<file path="config.mk">
export PLATFORM = sky130hd
export DESIGN_NAME = ors_out_arbiter
export DESIGN_NICKNAME = d
export VERILOG_FILES = /design/src/rtl/ors_out_arbiter.sv
export SDC_FILE = /design/constraint.sdc
export NUM_CORES = 1
export LEC_CHECK = 0
export ABC_CLOCK_PERIOD_IN_PS = 3750
export BUFFER_PORTS_ARGS = -buffer_cell sky130_fd_sc_hd__buf_2
export CORE_MARGIN = 2
export CORE_UTILIZATION = 54
export CTS_CLUSTER_DIAMETER = 60
export DETAILED_ROUTE_END_ITERATION = 8
export PLACE_DENSITY = 0.82
export SYNTH_ARGS = -nofsm -noshare
export SYNTH_HDL_FRONTEND = slang
export SYNTH_SLANG_ARGS = --single-unit
</file>
<file path="constraint.sdc">
create_clock -name clk -period 3.75 [get_ports clk]
set_input_delay 0.1875 -clock clk [delete_from_list [all_inputs] [get_ports clk]]
set_output_delay 0.1875 -clock clk [all_outputs]
set_load 0.01 [all_outputs]
</file>
<file path="src/rtl/ors_out_arbiter.sv">
// ============================================================================
// Module   : ors_out_arbiter
// Purpose  : Round-robin, wormhole-locking, credit-gated output arbiter.
//            Optional stall watchdog enabled by ORS_ARB_WDOG_EN.
// Revision : 1.0
// ============================================================================
`default_nettype none

module ors_out_arbiter #(
    parameter int CREDITS    = 4,
    parameter int CNT_W      = 3,
    parameter int WDOG_LIMIT = 255
) (
    input  logic             clk,
    input  logic             reset,
    input  logic             req1,
    input  logic             req2,
    input  logic             req3,
    input  logic             req4,
    input  logic             tail1,
    input  logic             tail2,
    input  logic             tail3,
    input  logic             tail4,
    input  logic             credit_in,
    output logic             gnt1,
    output logic             gnt2,
    output logic             gnt3,
    output logic             gnt4,
    output logic             busy,
    output logic [CNT_W-1:0] credit_cnt,
    output logic             cred_err,
    output logic             wdog_err
);

    if (CREDITS < 1 || CREDITS >= (1 << CNT_W) || WDOG_LIMIT < 1) begin : g_param_check
        $error("ors_out_arbiter: illegal CREDITS/CNT_W/WDOG_LIMIT combination");
    end

    typedef enum logic [0:0] {
        ST_IDLE   = 1'b0,
        ST_LOCKED = 1'b1
    } state_t;

    localparam logic [CNT_W-1:0] c_credits = CNT_W'(CREDITS);
    localparam logic [CNT_W-1:0] c_one     = CNT_W'(1);

    state_t           r_state;
    state_t           w_state_nxt;
    logic [1:0]       r_owner;
    logic [1:0]       w_owner_nxt;
    logic [1:0]       r_rr_ptr;
    logic [1:0]       w_rr_nxt;
    logic [CNT_W-1:0] r_credit_cnt;
    logic [CNT_W-1:0] w_credit_nxt;
    logic             r_cred_err;
    logic             w_cred_ovf;

    logic [3:0]       w_req;
    logic [3:0]       w_tail;
    logic [7:0]       w_req_dbl;
    logic [3:0]       w_rot;
    logic [1:0]       w_off;
    logic [1:0]       w_pick;
    logic             w_has_credit;
    logic [3:0]       w_gnt;
    logic             w_xfer;
    logic             w_tail_xfer;
    logic             w_wdog_fire;

    assign w_req  = {req4, req3, req2, req1};
    assign w_tail = {tail4, tail3, tail2, tail1};

    assign w_has_credit = (r_credit_cnt != '0);

    // Grant depends only on registered state and the owner's request.
    assign w_gnt = {4{(r_state == ST_LOCKED) & w_has_credit}} & w_req & (4'b0001 << r_owner);
    assign w_xfer      = |w_gnt;
    assign w_tail_xfer = w_xfer & w_tail[r_owner];

    assign gnt1 = w_gnt[0];
    assign gnt2 = w_gnt[1];
    assign gnt3 = w_gnt[2];
    assign gnt4 = w_gnt[3];

    // Rotate requests so bit 0 is the requester rr_ptr points at.
    assign w_req_dbl = {w_req, w_req};
    assign w_rot     = w_req_dbl[r_rr_ptr +: 4];

    always_comb begin
        w_off = 2'd3;
        if (w_rot[0])      w_off = 2'd0;
        else if (w_rot[1]) w_off = 2'd1;
        else if (w_rot[2]) w_off = 2'd2;
    end

    assign w_pick = r_rr_ptr + w_off;

    always_comb begin
        w_state_nxt = r_state;
        w_owner_nxt = r_owner;
        w_rr_nxt    = r_rr_ptr;
        case (r_state)
            ST_IDLE: begin
                if ((|w_req) && w_has_credit) begin
                    w_state_nxt = ST_LOCKED;
                    w_owner_nxt = w_pick;
                end
            end
            ST_LOCKED: begin
                if (w_tail_xfer || w_wdog_fire) begin
                    w_state_nxt = ST_IDLE;
                    w_rr_nxt    = r_owner + 2'd1;
                end
            end
            default: w_state_nxt = ST_IDLE;
        endcase
    end

    always_comb begin
        w_credit_nxt = r_credit_cnt;
        w_cred_ovf   = 1'b0;
        case ({w_xfer, credit_in})
            2'b10: w_credit_nxt = r_credit_cnt - c_one;
            2'b01: begin
                if (r_credit_cnt == c_credits) w_cred_ovf   = 1'b1;
                else                           w_credit_nxt = r_credit_cnt + c_one;
            end
            default: w_credit_nxt = r_credit_cnt;
        endcase
    end

    always_ff @(posedge clk or negedge reset) begin
        if (!reset) begin
            r_state      <= ST_IDLE;
            r_owner      <= 2'd0;
            r_rr_ptr     <= 2'd0;
            r_credit_cnt <= c_credits;
            r_cred_err   <= 1'b0;
        end else begin
            r_state      <= w_state_nxt;
            r_owner      <= w_owner_nxt;
            r_rr_ptr     <= w_rr_nxt;
            r_credit_cnt <= w_credit_nxt;
            if (w_cred_ovf) r_cred_err <= 1'b1;
        end
    end

`ifdef ORS_ARB_WDOG_EN
    localparam int c_wd_w = $clog2(WDOG_LIMIT + 1);

    logic [c_wd_w-1:0] r_wdog_cnt;
    logic              r_wdog_err;

    // Fires on the WDOG_LIMIT-th consecutive stalled cycle of a lock.
    assign w_wdog_fire = (r_state == ST_LOCKED) && !w_xfer &&
                         (r_wdog_cnt == c_wd_w'(WDOG_LIMIT - 1));

    always_ff @(posedge clk or negedge reset) begin
        if (!reset) begin
            r_wdog_cnt <= '0;
            r_wdog_err <= 1'b0;
        end else begin
            if (r_state != ST_LOCKED || w_xfer || w_wdog_fire) r_wdog_cnt <= '0;
            else                                               r_wdog_cnt <= r_wdog_cnt + c_wd_w'(1);
            if (w_wdog_fire) r_wdog_err <= 1'b1;
        end
    end

    assign wdog_err = r_wdog_err;
`else
    assign w_wdog_fire = 1'b0;
    assign wdog_err    = 1'b0;
`endif

    assign busy       = (r_state == ST_LOCKED);
    assign credit_cnt = r_credit_cnt;
    assign cred_err   = r_cred_err;

endmodule

`default_nettype wire

</file>
; ---- After elaboration in Yosys (flattened, before gate mapping)
; Index checks and enable logic that the tools add are counted.
[word_totals]
register_bits = 9
latch_bits = 0
ramBits = 0
mem_bits_ro = 0
in_bits = 11
out_inout_bits = 10
memories = 0
[op_classes]
addsub = 4
n_mul = 0
n_div = 0
magnitude_cmp = 1
n_eq_ne = 4
shift = 2
n_mux = 12
n_bitwise = 5
n_reduce_logical = 8
[op_table]
columns = cell, count
row1 = bitwise AND 4 bit, 2
row2 = OR reduction 4 bit, 2
row3 = variable part select 8 x 3 -> 3 bit, 1
row4 = two-way mux 1 bit, 6
row5 = one-hot mux 3 bit (2 select lines), 1
row6 = AND reduction 2 bit, 3
row7 = two-way mux 2 bit, 2
row8 = "<< shifter 1 x 2 -> 4 bit, first input constant", 1
row9 = "adder 3 x 1 -> 3 bit, second input constant", 1
row10 = "== test 3 bit, second input constant", 1
row11 = "less-than comparator 2 x 3 -> 1 bit, second input constant", 1
row12 = two-way mux 3 bit, 1
row13 = nonzero test 3 bit, 1
row14 = "subtractor 3 x 1 -> 3 bit, second input constant", 1
row15 = "adder 2 x 1 -> 2 bit, second input constant", 1
row16 = adder 2 bit, 1
row17 = bitwise AND 1 bit, 2
row18 = binary-select mux 1 bit (select 2 bit), 1
row19 = "== test 2 x 1 -> 1 bit, second input constant", 1
row20 = "== test 2 bit, second input constant", 1
row21 = "inequality test 2 bit, second input constant", 1
row22 = one-hot mux 1 bit (2 select lines), 1
row23 = nonzero test 2 bit, 1
row24 = logical AND 1 bit, 1
row25 = NOT 1 bit, 1

; ---- Longest topological paths before layout
; Gate-level depths: netlist (run 1).
[depth]
depth_word = 8
mapped_depth = 9

; ---- Worst setup path before layout (run 1)
; Ideal clock, no wire load.
[synth_path]
path_type = flip-flop to flip-flop
from = register r_owner[0]
to = register r_credit_cnt[2] (netlist: credit_cnt[2])
arrival_ns = 2.217
required_ns = 3.675
setup_slack_ns = 1.459
path_stages_with_launch = 10
path_cell_list = dfrtp_1 inv_1 ha_1 nand2_1 a41oi_4 nand2b_4 fa_1 or2_2 mux2_2 mux2i_1
[synth_via]
elab_chain_len = 6
[synth_rtl]
columns = element, line
row1 = start: declaration, 49  ; logic [1:0] r_owner;
row2 = start signal: assignment, 141  ; r_owner <= w_owner_nxt;
row3 = << shifter 1 x 2 -> 4 bit *, 76  ; assign w_gnt = {4{(r_state == ST_LOCKED) & w_has_credit}} & w_req & (4'b0001 << r_owner);
row4 = bitwise AND 4 bit *, 76
row5 = OR reduction 4 bit *, 77  ; assign w_xfer = |w_gnt;
row6 = == test 2 x 1 -> 1 bit or == test 2 bit (tied branches), 122  ; case ({w_xfer, credit_in})
row7 = inequality test 2 bit (no line) or nonzero test 2 bit (tied branches), -
row8 = AND reduction 2 bit (no line), -
row9 = end signal: assignment, 137  ; r_credit_cnt <= c_credits;
row10 = end signal: assignment, 143  ; r_credit_cnt <= w_credit_nxt;
row11 = end: declaration, 53  ; logic [CNT_W-1:0] r_credit_cnt;
; Mark *: on every way between the ends. The rest lies on a longest branch, timed or not.
; A chain may end at the register's enable or synchronous reset.

; ---- Worst setup path after layout (run 1)
; Same ends and word-level chain as after synthesis.

==> results of run 1 <==
## sequential cells by signal (all words and copies together), names as in the netlist
| signal | cells |
|---|---|
| r_owner | 2 |
| cred_err | 1 |
| r_rr_ptr | 2 |
| credit_cnt | 3 |
| busy | 1 |
## placed cells by master (no fill, tap or decap), types with 2 or more instances in the layout
cell type	synthesis	routed
dfrtp_1	8	8
clkbuf_4	0	3
o21ai_0	5	5
ha_1	5	5
nor2_1	8	8
mux2i_1	3	3
a21oi_1	5	5
inv_1	7	7
mux2_2	2	2
o211ai_1	2	2
nand2_1	10	10
nor3_1	2	2
buf_2	0	19
## per-layer routing
layer  share of wire, %  wire (um)  vias to the layer above  track usage, %
met2                 44        695                       28            30.6
met4                1.5         23                        0            7.74
met1                 49        771                      310            30.9
met3                5.8         92                        3            3.91
li1                   -          -                      339               -
met5                  0          0                        -               0
## stage by stage
step	setup slack (ps)	instance area (sq um)	instances	util (%)
floorplan	1460	759	81	-
global placement	1380	866	114	66.5
detailed placement	1270	866	114	66.5
CTS	1260	902	119	69.3
global route	1100	902	119	69.3
finish	1280	902	119	69.3
## tightest hold or removal path: cells and delay by family
kind	cells	cell delay (ps)
compound gates	1	60
buf+inv	1	150
simple gates	1	80
## report_power, final
part	switching (mW)	internal (mW)	total (mW)
logic	0.215	0.206	0.420
registers	0.0834	0.147	0.230
clock network	0.0340	0.0410	0.0750
total	0.332	0.393	0.725
## cells by family (layout without fill, tap and decap cells)
family | Yosys count | count (layout)
buffers and inverters | 8 | 31
AND/OR/NAND/NOR | 27 | 27
multiplexers | 7 | 7
adder cells (fa/ha/maj) | 6 | 6
AO/OA/AOI/OAI | 22 | 22
flip-flops | 9 | 9
other | 1 | 1
XOR/XNOR | 1 | 1
## worst max-delay path by stage
stage	from	to	slack, ps	cells after the start
finish	r_owner[0]$_DFFE_PN0P_	credit_cnt[2]$_DFFE_PN1P_	1280	9
global route	r_owner[0]$_DFFE_PN0P_	credit_cnt[2]$_DFFE_PN1P_	1100	9
CTS	r_owner[0]$_DFFE_PN0P_	credit_cnt[2]$_DFFE_PN1P_	1260	9
detailed placement	r_owner[0]$_DFFE_PN0P_	credit_cnt[2]$_DFFE_PN1P_	1270	9
global placement	r_owner[0]$_DFFE_PN0P_	credit_cnt[2]$_DFFE_PN1P_	1380	9
floorplan	r_owner[0]$_DFFE_PN0P_	credit_cnt[2]$_DFFE_PN1P_	1460	9
## cell type report
class	count	area, sq um	area share, %
clock buffers	4	26.3	2.91
inverters	7	26.3	2.91
flip-flops and latches	9	226	25.1
multi-input cells	64	499	55.3
well taps	15	18.8	2.08
repair buffers	20	105	11.7
## what timing repair did
| item | 4_1_cts | 5_1_grt |
|---|---|---|
| hold buffers | 1 | 0 |
| hold endpoints to repair | 9 | 0 |
| endpoints found under the setup margin | 0 | 0 |
==> flow_metrics.py, run 1 <==
metrics = {
    "logic_synthesis": {
        "seq_area_frac_synth_pct": 29.8,
        "synth_edf_count": 0,
        "synthesis.area_sq_um": 759,
        "synth_top_area_share_pct": 26.4,
        "ys_warn_count": 0,
        "synth_cell_type_count": 35,
        "synth_most_common_cell": "nand2_1",
        "synthMuxAreaShare_pct": 11.9,
        "synth.avg_cell_area_sq_um": 9.38,
        "ys_ff_latch": 9,
        "synth-compound-area-share_pct": 23.7,
        "synth_area_leaders": "dfrtp_1, ha_1, nand2_1, mux2i_1, nor2_1",
        "synth_adder_area_share_pct": 10.9,
        "synth_top_family_by_area": "compound AO/OA/AOI/OAI gates",
        "synth.top_cells.by_count": "nand2_1, dfrtp_1, nor2_1",
        "yosysTopAreaCell": "dfrtp_1",
        "synth_xor_area_share_pct": 1.15,
        "ys_async_sr_fraction_pct": 100,
        "synthCells": 81,
        "synth_fp_nets": 98,
        "yosys.area_share.simple_pct": 17.6,
        "synth_ff_type": "dfrtp_1",
    },
    "worst_setup_path": {
        "path_class": "flip-flop to flip-flop",
        "r2r_cells": 9,
        "cp_num_buf_inv": 1,
        "slowest_stage": "dfrtp_1",
        "rrSetupSlack_ps": 1280,
        "critPathMaxStageDelay_ps": 420,
        "r2r-start": "r_owner[0]$_DFFE_PN0P_",
        "crit_path_max_fanout": 9,
        "cp_cell_sequence": "inv_1 > ha_1 > nand2_1 > a41oi_4 > nand2b_4 > fa_1 > or2_2 > mux2_2 > mux2i_1",
        "reg2reg_to": "credit_cnt[2]$_DFFE_PN1P_",
        "critical_path.startpoint_type": "flip-flop",
        "crit_path_end_kind": "flip-flop",
        "arrival_ps": 2670,
        "path_delay_family": "simple AND/OR/NAND/NOR gates",
        "crit_required_ps": 3940,
    },
    "final_layout": {
        "drive_above_1_share_pct": 31.7,
        "fillers": 98,
        "nets": 122,
        "syn_to_final_growth_pct": 18.8,
        "diodes": 0,
    },
    "cts": {
        "htreeDepth": 1,
        "cts_sinks": 9,
        "clk_latency_ps": 260,
        "root_buffer": "clkbuf_4",
        "cts_tree": "built",
        "cts-resized-gates": 0,
        "cts_buffers": 3,
        "post_cts.repair.setup_buffers": 0,
        "clk_pin_slew_ps": 60,
        "ctsLongestPathBuffers": 2,
    },
    "run": {
        "drv_cap": 0,
    },
    "global_routing": {
        "first_global_vias": 634,
        "grt_pass1_wl_um": 2790,
        "antenna_found_initial": 0,
        "grt_max_degree": 10,
        "grt.total_usage_pct": 21.0,
        "overflow": 0,
    },
    "sta": {
        "skew_ps": 8.34,
        "finalSetupViolations": 0,
        "fmax_ghz": 0.404,
        "final.setup.tns_ps": 0,
        "max-slew-margin-rel_pct": 62.3,
        "rsz0062_at_grt": "false",
        "hold_viol": 0,
        "hold_ws_ps": 259,
        "tightest_slew_ps": 561,
        "maxSlewViolCount": 0,
        "period_share_pct": 65.9,
        "period_minus_slack_ps": 2470,
    },
    "status": {
        "status": "finished, final reports clean",
    },
    "min_path": {
        "holdCritPathClass": "primary input to flip-flop",
        "whs_path_depth": 3,
        "hold_end": "cred_err$_DFFE_PN0P_",
        "hold_start": "credit_in",
    },
    "drt": {
        "routed_via_density": 5.71,
        "drt-total-wl_um": 1580,
        "antenna_left": 0,
        "firstDrtPassIters": 4,
        "drtIter0Drc": 16,
        "routedWlPerCell_um": 13.3,
        "vias": 680,
        "drc": 0,
    },
    "floorplanning": {
        "pin_count": 21,
        "dieHeight_um": 41.5,
        "die_width_um": 41.5,
        "core_area_sq_um": 1300,
        "fp.dieArea_sq_um": 1720,
        "start_util_pct": 58.4,
        "rows": 13,
    },
    "pwr": {
        "power_density_nw_per_um2": 804,
        "p_leak_nw": 0.432,
        "vdd_ir_drop_max_mv": 0.521,
        "p_total_mw": 0.725,
    },
    "place": {
        "place_congestion": 0.867,
        "dp_hpwl_um": 1240,
        "io_buffers": 19,
    },
}
Power figures use the tool's default switching activity.
==> inputs of run 2 (changes only) <==
==> config.mk (replaced) <==
export PLATFORM = sky130hd
export DESIGN_NAME = ors_out_arbiter
export DESIGN_NICKNAME = d
export VERILOG_FILES = /design/src/rtl/ors_out_arbiter.sv
export SDC_FILE = /design/constraint.sdc
export NUM_CORES = 1
export LEC_CHECK = 0
export ABC_CLOCK_PERIOD_IN_PS = 2300
export BUFFER_PORTS_ARGS = -buffer_cell sky130_fd_sc_hd__buf_2
export CORE_MARGIN = 2
export CORE_UTILIZATION = 50
export CTS_CLUSTER_DIAMETER = 60
export DETAILED_ROUTE_END_ITERATION = 8
export PLACE_DENSITY = 0.77
export SYNTH_ARGS = -nofsm -noshare
export SYNTH_HDL_FRONTEND = slang
export SYNTH_SLANG_ARGS = --single-unit
==> constraint.sdc (replaced) <==
create_clock -name clk -period 2.3 [get_ports clk]
set_input_delay 0.115 -clock clk [delete_from_list [all_inputs] [get_ports clk]]
set_output_delay 0.115 -clock clk [all_outputs]
set_load 0.01 [all_outputs]
==> flow_metrics.py, run 2 (synthesis results as in run 1) <==
metrics = {
    "drt": {
        "antenna_left": 0,
        "drtIter0Drc": 14,
        "drt-total-wl_um": 1640,
        "routedWlPerCell_um": 12.9,
        "routed_via_density": 5.55,
        "firstDrtPassIters": 4,
        "vias": 705,
        "drc": 0,
    },
    "floorplanning": {
        "pin_count": 21,
        "core_area_sq_um": 1470,
        "rows": 14,
        "die_width_um": 43.0,
        "dieHeight_um": 43.0,
        "fp.dieArea_sq_um": 1850,
        "start_util_pct": 51.6,
    },
    "pwr": {
        "swShare_pct": 43.8,
        "pwr-share-comb_pct": 64.2,
        "vdd_ir_drop_max_mv": 0.679,
        "clock_power_share_pct": 10.0,
        "p_total_mw": 1.30,
        "power_density_nw_per_um2": 1340,
        "p_leak_nw": 0.467,
        "p_sw_mw": 0.569,
        "p_int_mw": 0.730,
        "p_seq_share_pct": 25.8,
    },
    "place": {
        "dp.cells": 120,
        "dp_hpwl_um": 1290,
        "io_buffers": 19,
        "place_congestion": 0.828,
    },
    "worst_setup_path": {
        "crit_required_ps": 2500,
        "critical_path.startpoint_type": "flip-flop",
        "crit_path_end_kind": "flip-flop",
        "arrival_ps": 2400,
        "path_class": "flip-flop to flip-flop",
        "slowest_stage": "dfrtp_1",
        "cp_cell_sequence": "inv_1 > ha_1 > nand2_2 > a41oi_4 > nand2b_4 > fa_2 > or2_2 > mux2_2 > mux2i_1",
        "critPathMaxStageDelay_ps": 400,
        "crit_path_max_fanout": 4,
    },
    "global_routing": {
        "first_global_vias": 618,
        "antenna_found_initial": 0,
        "grt_max_degree": 10,
        "grt.total_usage_pct": 20.1,
        "overflow": 0,
        "grt_pass1_wl_um": 2690,
    },
    "final_layout": {
        "fin_cells": 127,
        "drive_above_1_share_pct": 40.5,
        "final_common_cell": "buf_2",
        "nets": 129,
        "syn_to_final_growth_pct": 27.2,
        "layout_common_cells": "buf_2, nor2_1, dfrtp_1, nand2_1, buf_4",
        "fillers": 128,
        "diodes": 0,
        "largest_register_ffs": 3,
    },
    "sta": {
        "maxSlewViolCount": 0,
        "period_minus_slack_ps": 2210,
        "finalSetupViolations": 0,
        "period_share_pct": 95.9,
        "skew_ps": 5.82,
        "fmax_ghz": 0.453,
        "hold_viol": 0,
    },
    "status": {
        "status": "finished, final reports clean",
    },
    "cts": {
        "clk_pin_slew_ps": 70,
        "clk_latency_ps": 270,
        "root_buffer": "clkbuf_4",
        "cts_buffers": 3,
        "cts_tree": "built",
        "ctsLongestPathBuffers": 2,
        "cts_sinks": 9,
        "htreeDepth": 1,
    },
    "run": {
        "drv_cap": 0,
    },
    "min_path": {
        "holdCritPathClass": "primary input to flip-flop",
    },
}
## run 2: cell types whose count changed in the layout (fill, tap and decap cells not counted), sizes merged
cell	before	now
buf	19	26
## run 2: area by class of cell
type	instances	area (sq um)	share of cell area, %
Timing Repair Buffer	27	158	16.3
Tap cell	16	20.0	2.07
Sequential cell	9	226	23.4
Clock buffer	4	26.3	2.72
Inverter	7	26.3	2.72
Multi-Input combinational cell	64	509	52.7
## run 2: power by group through the flow
| stage | logic [mW] | registers, mW | clock network [mW] |
|---|---|---|---|
| floorplan | 0.508 | 0.366 | 0 |
| global placement | 0.769 | 0.331 | 0 |
| detailed placement | 0.782 | 0.338 | 0 |
| CTS | 0.791 | 0.335 | 0.132 |
| global route | 0.919 | 0.350 | 0.141 |
| finish | 0.834 | 0.335 | 0.130 |
## run 2: repair_timing
| item | CTS | global route |
|---|---|---|
| hold buffers | 1 | 0 |
| buffers inserted | 0 | 2 |
| gates resized for setup | 0 | 5 |
| endpoints found under the setup margin | 0 | 1 |
| endpoints found under the hold margin | 9 | 0 |
## run 2: worst paths after layout
path                                             start                        end  slack (ps)  depth (start not counted)
max in group asynchronous                        reset  credit_cnt[2]$_DFFE_PN1P_        1830                          2
worst min register to register    cred_err$_DFFE_PN0P_       cred_err$_DFFE_PN0P_         470                          2
min in group asynchronous                        reset    r_rr_ptr[1]$_DFFE_PN0P_         220                          2
worst max-delay path            r_owner[1]$_DFFE_PN0P_  credit_cnt[2]$_DFFE_PN1P_          90                          9
worst max register to register  r_owner[1]$_DFFE_PN0P_  credit_cnt[2]$_DFFE_PN1P_          90                          9
worst min-delay path                         credit_in       cred_err$_DFFE_PN0P_         180                          3
## run 2: worst max-delay path: cells and delay by family (launching register included)
kind	cells	cell delay [ps]
flip-flops	1	400
AND/OR/NAND/NOR	3	560
AO/OA/AOI/OAI	1	120
buffers and inverters	1	100
multiplexers	2	390
adder cells (fa/ha/maj)	2	550
## run 2: routing by layer
| metal | wire length (um) | track usage (%) |
|---|---|---|
| met5 | 0 | 0 |
| met2 | 710 | 30.0 |
| met4 | 30 | 9.09 |
| met3 | 107 | 3.83 |
| met1 | 790 | 28.0 |
## run 2: metrics by stage
| stage | hold slack, ps | area [sq um] | util, % | worst slack [ps] | TNS, ps |
|---|---|---|---|---|---|
| after floorplan | -181 | 759 | - | 8.58 | 0 |
| after global placement | -17.9 | 905 | 61.5 | 96.9 | 0 |
| after detailed placement | -14.7 | 905 | 61.5 | 25.4 | 0 |
| after CTS | 178 | 941 | 63.9 | 8.97 | 0 |
| after global routing | 195 | 966 | 65.6 | -0.771 | -0.771 |
| final | 181 | 966 | 65.6 | 94.8 | 0 |
